--- src/rtl/core_sequencer.sv ---
// core_sequencer
//   Generates the 17-bit instruction stream for one complete Q*K^T pass of the
//   attention core after a single start pulse: load Q rows, load K rows,
//   preload K into the PE array, execute, then drain the output FIFO into
//   psum memory. Host rows are forwarded on mem_out aligned with inst.
//
// Ports
//   clk          rising-edge clock
//   reset        asynchronous, active-low; clears all state and outputs
//   start        begin a pass (honoured only in IDLE)
//   abort        synchronous return to IDLE from any state, no done pulse
//   in_valid     host row on mem_in is valid
//   mem_in       host Q/K row, pr*bw bits
//   ofifo_valid  core output FIFO holds a complete row
//   in_ready     combinational; high while Q or K rows are being accepted
//   mem_out      registered copy of the last accepted mem_in
//   inst         registered core instruction
//   busy         high whenever the sequencer is not idle
//   done         one-cycle pulse at the end of a completed pass
module core_sequencer #(
  parameter int col         = 8,
  parameter int pr          = 8,
  parameter int bw          = 4,
  parameter int total_cycle = 8
) (
  input  logic                clk,
  input  logic                reset,
  input  logic                start,
  input  logic                abort,
  input  logic                in_valid,
  input  logic [pr*bw-1:0]    mem_in,
  input  logic                ofifo_valid,
  output logic                in_ready,
  output logic [pr*bw-1:0]    mem_out,
  output logic [16:0]         inst,
  output logic                busy,
  output logic                done
);

  typedef enum logic [3:0] {
    S_IDLE,
    S_QWR,
    S_KWR,
    S_KLD,
    S_KGAP,
    S_EXEC,
    S_DRAIN,
    S_PSUM,
    S_DONE
  } state_t;

  // Field layout of the core instruction word, msb first.
  typedef struct packed {
    logic       ofifo_rd;
    logic [3:0] qkmem_add;
    logic [3:0] pmem_add;
    logic       execute;
    logic       load;
    logic       qmem_rd;
    logic       qmem_wr;
    logic       kmem_rd;
    logic       kmem_wr;
    logic       pmem_rd;
    logic       pmem_wr;
  } inst_t;

  // Terminal counts: total_cycle and col are 1..16, so cnt never wraps.
  localparam logic [3:0] N_LAST = 4'(total_cycle - 1);
  localparam logic [3:0] C_LAST = 4'(col - 1);

  state_t     state;
  logic [3:0] cnt;
  inst_t      inst_q;

  always_ff @(posedge clk or negedge reset) begin
    if (!reset) begin
      state   <= S_IDLE;
      cnt     <= '0;
      inst_q  <= '0;
      mem_out <= '0;
      done    <= 1'b0;
    end else begin
      // NOTE: inst and done are pulse-style outputs, so they default to 0 every
      // cycle and only the active state sets bits; mem_out has no default
      // because it must hold the last accepted row.
      inst_q <= '0;
      done   <= 1'b0;
      if (abort) begin
        state <= S_IDLE;
        cnt   <= '0;
      end else begin
        unique case (state)
          S_IDLE: begin
            if (start) begin
              state <= S_QWR;
              cnt   <= '0;
            end
          end
          S_QWR: begin
            if (in_valid) begin
              inst_q.qmem_wr   <= 1'b1;
              inst_q.qkmem_add <= cnt;
              mem_out          <= mem_in;
              if (cnt == N_LAST) begin
                state <= S_KWR;
                cnt   <= '0;
              end else begin
                cnt <= cnt + 4'd1;
              end
            end
          end
          S_KWR: begin
            if (in_valid) begin
              inst_q.kmem_wr   <= 1'b1;
              inst_q.qkmem_add <= cnt;
              mem_out          <= mem_in;
              if (cnt == C_LAST) begin
                state <= S_KLD;
                cnt   <= '0;
              end else begin
                cnt <= cnt + 4'd1;
              end
            end
          end
          S_KLD: begin
            inst_q.kmem_rd   <= 1'b1;
            inst_q.load      <= 1'b1;
            inst_q.qkmem_add <= cnt;
            if (cnt == C_LAST) begin
              state <= S_KGAP;
              cnt   <= '0;
            end else begin
              cnt <= cnt + 4'd1;
            end
          end
          S_KGAP: begin
            // One idle instruction lets the preloaded weights settle.
            state <= S_EXEC;
            cnt   <= '0;
          end
          S_EXEC: begin
            inst_q.qmem_rd   <= 1'b1;
            inst_q.execute   <= 1'b1;
            inst_q.qkmem_add <= cnt;
            if (cnt == N_LAST) begin
              state <= S_DRAIN;
              cnt   <= '0;
            end else begin
              cnt <= cnt + 4'd1;
            end
          end
          S_DRAIN: begin
            if (ofifo_valid) begin
              state <= S_PSUM;
              cnt   <= '0;
            end
          end
          S_PSUM: begin
            if (ofifo_valid) begin
              inst_q.ofifo_rd <= 1'b1;
              inst_q.pmem_wr  <= 1'b1;
              inst_q.pmem_add <= cnt;
              if (cnt == N_LAST) begin
                state <= S_DONE;
                cnt   <= '0;
                // Raised on entry so the pulse coincides with the DONE state.
                done  <= 1'b1;
              end else begin
                cnt <= cnt + 4'd1;
              end
            end
          end
          S_DONE: begin
            state <= S_IDLE;
            cnt   <= '0;
          end
          default: begin
            state <= S_IDLE;
            cnt   <= '0;
          end
        endcase
      end
    end
  end

  assign inst     = inst_q;
  assign busy     = (state != S_IDLE);
  assign in_ready = reset & ((state == S_QWR) | (state == S_KWR));

endmodule

--- config.mk ---
export PLATFORM = sky130hd
export DESIGN_NAME = core_sequencer
export DESIGN_NICKNAME = d
export VERILOG_FILES = /design/src/rtl/core_sequencer.sv
export SDC_FILE = /design/constraint.sdc
export NUM_CORES = 1
export LEC_CHECK = 0
export ABC_AREA = 1
export BUFFER_PORTS_ARGS = -buffer_cell sky130_fd_sc_hd__clkbuf_2
export CAP_MARGIN = 5
export CORE_MARGIN = 2
export CORE_UTILIZATION = 44
export CTS_CLUSTER_SIZE = 8
export DETAILED_ROUTE_END_ITERATION = 10
export PLACE_DENSITY = 0.82
export SLEW_MARGIN = 5
export SYNTH_ARGS = -nofsm -noshare
export SYNTH_HDL_FRONTEND = slang
export SYNTH_SLANG_ARGS = --single-unit
--- constraint.sdc ---
create_clock -name clk -period 1.4 [get_ports clk]
set_input_delay 0.07 -clock clk [delete_from_list [all_inputs] [get_ports clk]]
set_output_delay 0.07 -clock clk [all_outputs]
set_load 0.02 [all_outputs]
Yosys cells after proc, flatten, opt, wreduce, memory -nomap -nowiden. Index checks and enable logic that the tools add are counted.

Add/sub/neg operators: 1. Equality and inequality tests: 19. Mux-type cells: 36. Bitwise gates (word level): 3. Reduce and logical (&&, ||, !) cells: 7.

Operators by type and width (count): $mux W4 (20); $pmux W4 S8 (1); $ne A3 B3 Y1 const B (10); $eq A4 B3 Y1 const B (5); $pmux W4 S5 (1); $mux W15 (1); $mux W1 (12); $reduce_and A10 Y1 (1); $eq A4 B2 Y1 const B (2); $pmux W4 S2 (1); $add A4 B1 Y4 const B (1); $eq A4 B1 Y1 const B (1); $logic_not A4 Y1 (1); $reduce_and A4 Y1 (1); $reduce_bool A4 Y1 (1); $reduce_or A2 Y1 (2); $ne A3 B1 Y1 const B (1); $reduce_and A3 Y1 (1); $and A1 B1 Y1 (1); $not A1 Y1 (1); $or A1 B1 Y1 (1).

Register bits after elaboration: 57. Bits of input ports: 38.

Depth between registers and ports, before layout.
Depth after elaboration: 5. Depth in mapped cells: 10.

Worst setup path before layout. Ideal clock, no wire load.

Kind: reg2reg. From: reg cnt[0]. To: reg state[1]. Library setup time: 117 ps. Data arrival time: 1239 ps. Required time: 1283 ps. Setup slack: 44 ps. Stages on the path, launching flop included: 11. Period minus slack after synthesis: 1356 ps. Cell sequence: dfrtp_1 ha_1 nand2_1 nor2_1 inv_1 nand2_1 inv_1 nand2_1 nand3_1 nand2_1 nand2_1.

Word-level cells in the longest chain between the ends: 3.

Ends and longest elaborated chain: start, declared (line 72) `logic [3:0] cnt;`; start signal, assigned (line 108) `cnt <= cnt + 4'd1;`; start signal, assigned (line 121) `cnt <= cnt + 4'd1;`; start signal, assigned (line 133) `cnt <= cnt + 4'd1;`; $eq A4 B3 Y1 (*); $ne A3 B3 Y1 (no line); $reduce_and A10 Y1 (no line) (*); end signal, assigned (line 105) `state <= S_KWR;`; end signal, assigned (line 118) `state <= S_KLD;`; end signal, assigned (line 130) `state <= S_KGAP;`; end, declared (line 71) `state_t state;`.

Every way passes the cells marked *; elsewhere a longest branch is shown, timed or not. A chain may end at the register's enable or synchronous reset.

Worst setup path in the final report.
From: reg state[1]. To: reg mem_out[26].

Word-level cells in the longest chain between the ends: 3.

Ends and longest elaborated chain: start signal, assigned (line 77) `state <= S_IDLE;`; start signal, assigned (line 89) `state <= S_IDLE;`; start signal, assigned (line 95) `state <= S_QWR;`; $eq A4 B1 Y1 / $eq A4 B2 Y1 (equally long branches) (line 92) `unique case (state)`; $reduce_or A2 Y1 (no line) (*); $reduce_and A3 Y1 (no line) (*); end signal, assigned (line 103) `mem_out <= mem_in;`; end signal, assigned (line 116) `mem_out <= mem_in;`; end, declared (line 34) `output logic [pr*bw-1:0] mem_out,`.

Marks and branches as above.

==> flow_summary.toml <==
[outcome]
outcome = "finished with violations"
violations = "negative setup slack"

[route]
wire_per_inst_um = 13.2
post_drt_via_cell_ratio = 4.69
drt_first_iter_violations = 151
drt_pass1_iterations = 4
wirelength_um = 6290
post-route-drc-count = 0
drtAntennaViolNets = 0
vias = 2226

[timing]
timing.slew.headroom_pct = 56.2
fin_crit_ps = 1440
finClkSkew_ps = 5.22
setup_repair_after_global_routing_missed_its_margin = "yes"
fmax_ghz = 0.693
finalHoldViolations = 0
finalSetupViolCount = 39
max_slew.worst_pin.slew_ps = 656
fin_ws_ps = -43.6
hold-worst-slack_ps = 1.89
pins_over_their_slew_limit = 0
final.period_utilization_pct = 103

[run]
max_cap_violations = 0

[die]
core_area_um2 = 5440
start_util_pct = 45.0
die_h_um = 78.6
die_area_um2 = 6170
floorplan.die.width_um = 78.6
floorplan.rows = 27
boundaryPins = 90

[place]
place_congestion = 0.862
pre_cts_ws_ps = -20.0
buffer_ports.inserted = 88
detailed_place.area_um2 = 2990
detailed_place_hpwl_um = 3740
numPlacedInstances = 429

[final_layout]
drive_above_1_share_pct = 40.7
postLayoutCellArea_um2 = 3540
fin_nets = 441
area_delta_synth_final_pct = 44.5
insertedDiodeCount = 0
final-instance-count-excl-fill = 475

[global_route]
grt.total_usage_pct = 19.7
grt-busiest-layer = "met2"
grt_max_degree = 65
globalRouteMet1Util_pct = 22.4
first_pass_grt_wire_length_um = 9450
grt_util_met2_pct = 35.8
grt-ovfl-total = 0
grtUsageMet3_pct = 4.71
grt_pass1_vias = 2058
grt_antenna_before_repair = 0

[clock_network]
cts-buffers-inserted = 5
cts.htree.levels = 2
clock-root-buffer = "sky130_fd_sc_hd__clkbuf_8"
tritoncts_clock_tree = "done"
clock_latency_ps = 300
clock_tree.buffer_depth = 2
clock_sink_count = 54
clk_pin_slew_worst_paths_ps = 100

[worst_setup_path]
crit_arrival_ps = 1640
worst_r2r_path_depth = 7
crit_required_ps = 1600
critical_path_origin = "state[1]$_DFFE_PN0P_"
timing.critical_path.mode_cell = "sky130_fd_sc_hd__nand2_1"
r2r_setup_slack_ps = -40
critPathSlowestCell = "sky130_fd_sc_hd__dfrtp_2"
setup.worst_path.class = "register to register"
crit_family = "simple AND/OR/NAND/NOR gates"
setup.worst_path.start_class = "register"
worst-path-max-fanout = 32
worstReg2RegEnd = "mem_out[26]$_DFFE_PN0P_"
critical_path.endpoint_type = "register"
critPathMaxStageDelay_ps = 480
sum_of_buffers_and_inverters_on_the_critical_path = 1
path_cells = "nor2_2 -> nand2_1 -> nand2_2 -> nand3_4 -> buf_16 -> nand2_1 -> o21ai_2"
critical_path.reg2reg.startpoint = "state[1]$_DFFE_PN0P_"

[synth]
synth_seq_area_share_pct = 55.2
synth.distinct_cells = 21
syn-cell-area_um2 = 2450
postSynthRegisterBits = 54
yosys_warnings = 0
synth.largest_area_cell = "sky130_fd_sc_hd__dfrtp_1"
synth_enable_flop_cells = 0
ys.flop_type = "sky130_fd_sc_hd__dfrtp_1"
synth_top_cells_by_area = "sky130_fd_sc_hd__dfrtp_1, sky130_fd_sc_hd__o21ai_2, sky130_fd_sc_hd__nand2_1"
synth.top_cells.by_count = "sky130_fd_sc_hd__nand2_1, sky130_fd_sc_hd__dfrtp_1, sky130_fd_sc_hd__inv_1, sky130_fd_sc_hd__o21ai_2, sky130_fd_sc_hd__nor2_1"
synthCells = 267
yosysMostFrequentCell = "sky130_fd_sc_hd__nand2_1"
synthDominantCellAreaShare_pct = 55.2
postSynthNetCount = 306
syn-mean-instance-area_um2 = 9.17
synth-async-reset-ratio_pct = 100

[min_path]
hold_depth = 3
timing.hold.worst_endpoint = "mem_out[27]$_DFFE_PN0P_"
worst_hold_path_type = "primary input to register"
min-delay-start = "mem_in[27]"

[power_and_ir_drop]
power_mw = 6.38
p_per_area_nw_per_um2 = 1800
irDropWorstVdd_uv = 790
p_leak_nw = 1.99
==> per-stage QoR <==
step	TNS (ps)	util, %
after floorplan	0	-
after global placement	0	54.9
after detailed placement	-67.0	54.9
after CTS	-54.7	63.4
after global routing	-3640	65.0
final	-669	65.0
==> worst reg2reg max path: stages (launching register included) <==
cell and delay [ps]:
sky130_fd_sc_hd__dfrtp_2 480, sky130_fd_sc_hd__nor2_2 160, sky130_fd_sc_hd__nand2_1 90, sky130_fd_sc_hd__nand2_2 110, sky130_fd_sc_hd__nand3_4 130, sky130_fd_sc_hd__buf_16 200
sky130_fd_sc_hd__nand2_1 120, sky130_fd_sc_hd__o21ai_2 60
==> flip-flops by register name (all words and copies together), names as in the netlist <==
name	flops
cnt	4
done	1
inst	13
mem_out	32
state	4
==> metal layers <==
layer  up-vias  part of all wire (%)
met5         -                     0
met4         0                   1.4
met3        10                   5.7
met2        92                    52
met1      1044                    40
li1       1080                     -
==> cell type report <==
type                    count  area [um2]
fillers                   417        1900
repair buffers            139         951
clock buffers               6        72.6
inverters                  50         190
well taps                  72        90.1
multi-input cells         152         841
flip-flops and latches     54        1360
clock inverters             2        37.5
==> cells in the final DEF (no fill, tap or decap), types with 2 or more instances in the layout <==
cell                             n
sky130_fd_sc_hd__inv_1          49
sky130_fd_sc_hd__dlygate4sd3_1  29
sky130_fd_sc_hd__nor2_1         22
sky130_fd_sc_hd__nor2_2          2
sky130_fd_sc_hd__clkbuf_8        5
sky130_fd_sc_hd__nand2_2         3
sky130_fd_sc_hd__nor3_1          3
sky130_fd_sc_hd__o21ai_0         4
sky130_fd_sc_hd__dfrtp_1        51
sky130_fd_sc_hd__dfrtp_2         3
sky130_fd_sc_hd__buf_6           2
sky130_fd_sc_hd__nand2_1        60
sky130_fd_sc_hd__o21ai_2        32
sky130_fd_sc_hd__nor2_4          3
sky130_fd_sc_hd__clkbuf_2       87
sky130_fd_sc_hd__buf_4          18
sky130_fd_sc_hd__nand3_1        14
==> cells by family (layout without fill, tap and decap cells) <==
kind of cell             count (synthesis)  count (layout)  synth area share [%]
XOR/XNOR                                 1               1                 0.358
other                                    1               1                 0.153
AND/OR/NAND/NOR                        111             111                  19.1
AO/OA/AOI/OAI                           38              38                  12.8
adder cells (fa/ha/maj)                  1               1                 0.511
buffers and inverters                   61             197                  11.9
flip-flops                              54              54                  55.2
==> worst max-delay path by stage <==
| stage | endpoint | slack (ps) | cells past startpoint |
|---|---|---|---|
| after floorplan | state[1]$_DFFE_PN0P_ | 40 | 10 |
| after global placement | cnt[3]$_DFFE_PN0P_ | 20 | 7 |
| after detailed placement | mem_out[22]$_DFFE_PN0P_ | -20 | 8 |
| after CTS | mem_out[22]$_DFFE_PN0P_ | -20 | 8 |
| after global routing | cnt[3]$_DFFE_PN0P_ | -140 | 7 |
| final | mem_out[26]$_DFFE_PN0P_ | -40 | 7 |
==> where the power goes <==
group	total [mW]	internal, mW	switching [mW]	leakage [nW]
Sequential	2.38	2.05	0.324	0.701
Combinational	2.97	1.15	1.83	1.24
Clock	1.02	0.534	0.491	0.0514
==> repair_timing <==
action,CTS,global route
hold buffers,28,1
gates resized for setup,14,6
gates cloned,0,2
hold endpoints to repair,81,1
setup buffers,4,3
pin swaps,3,4
setup endpoints to repair,33,44
(Power assumes the default switching activity.)
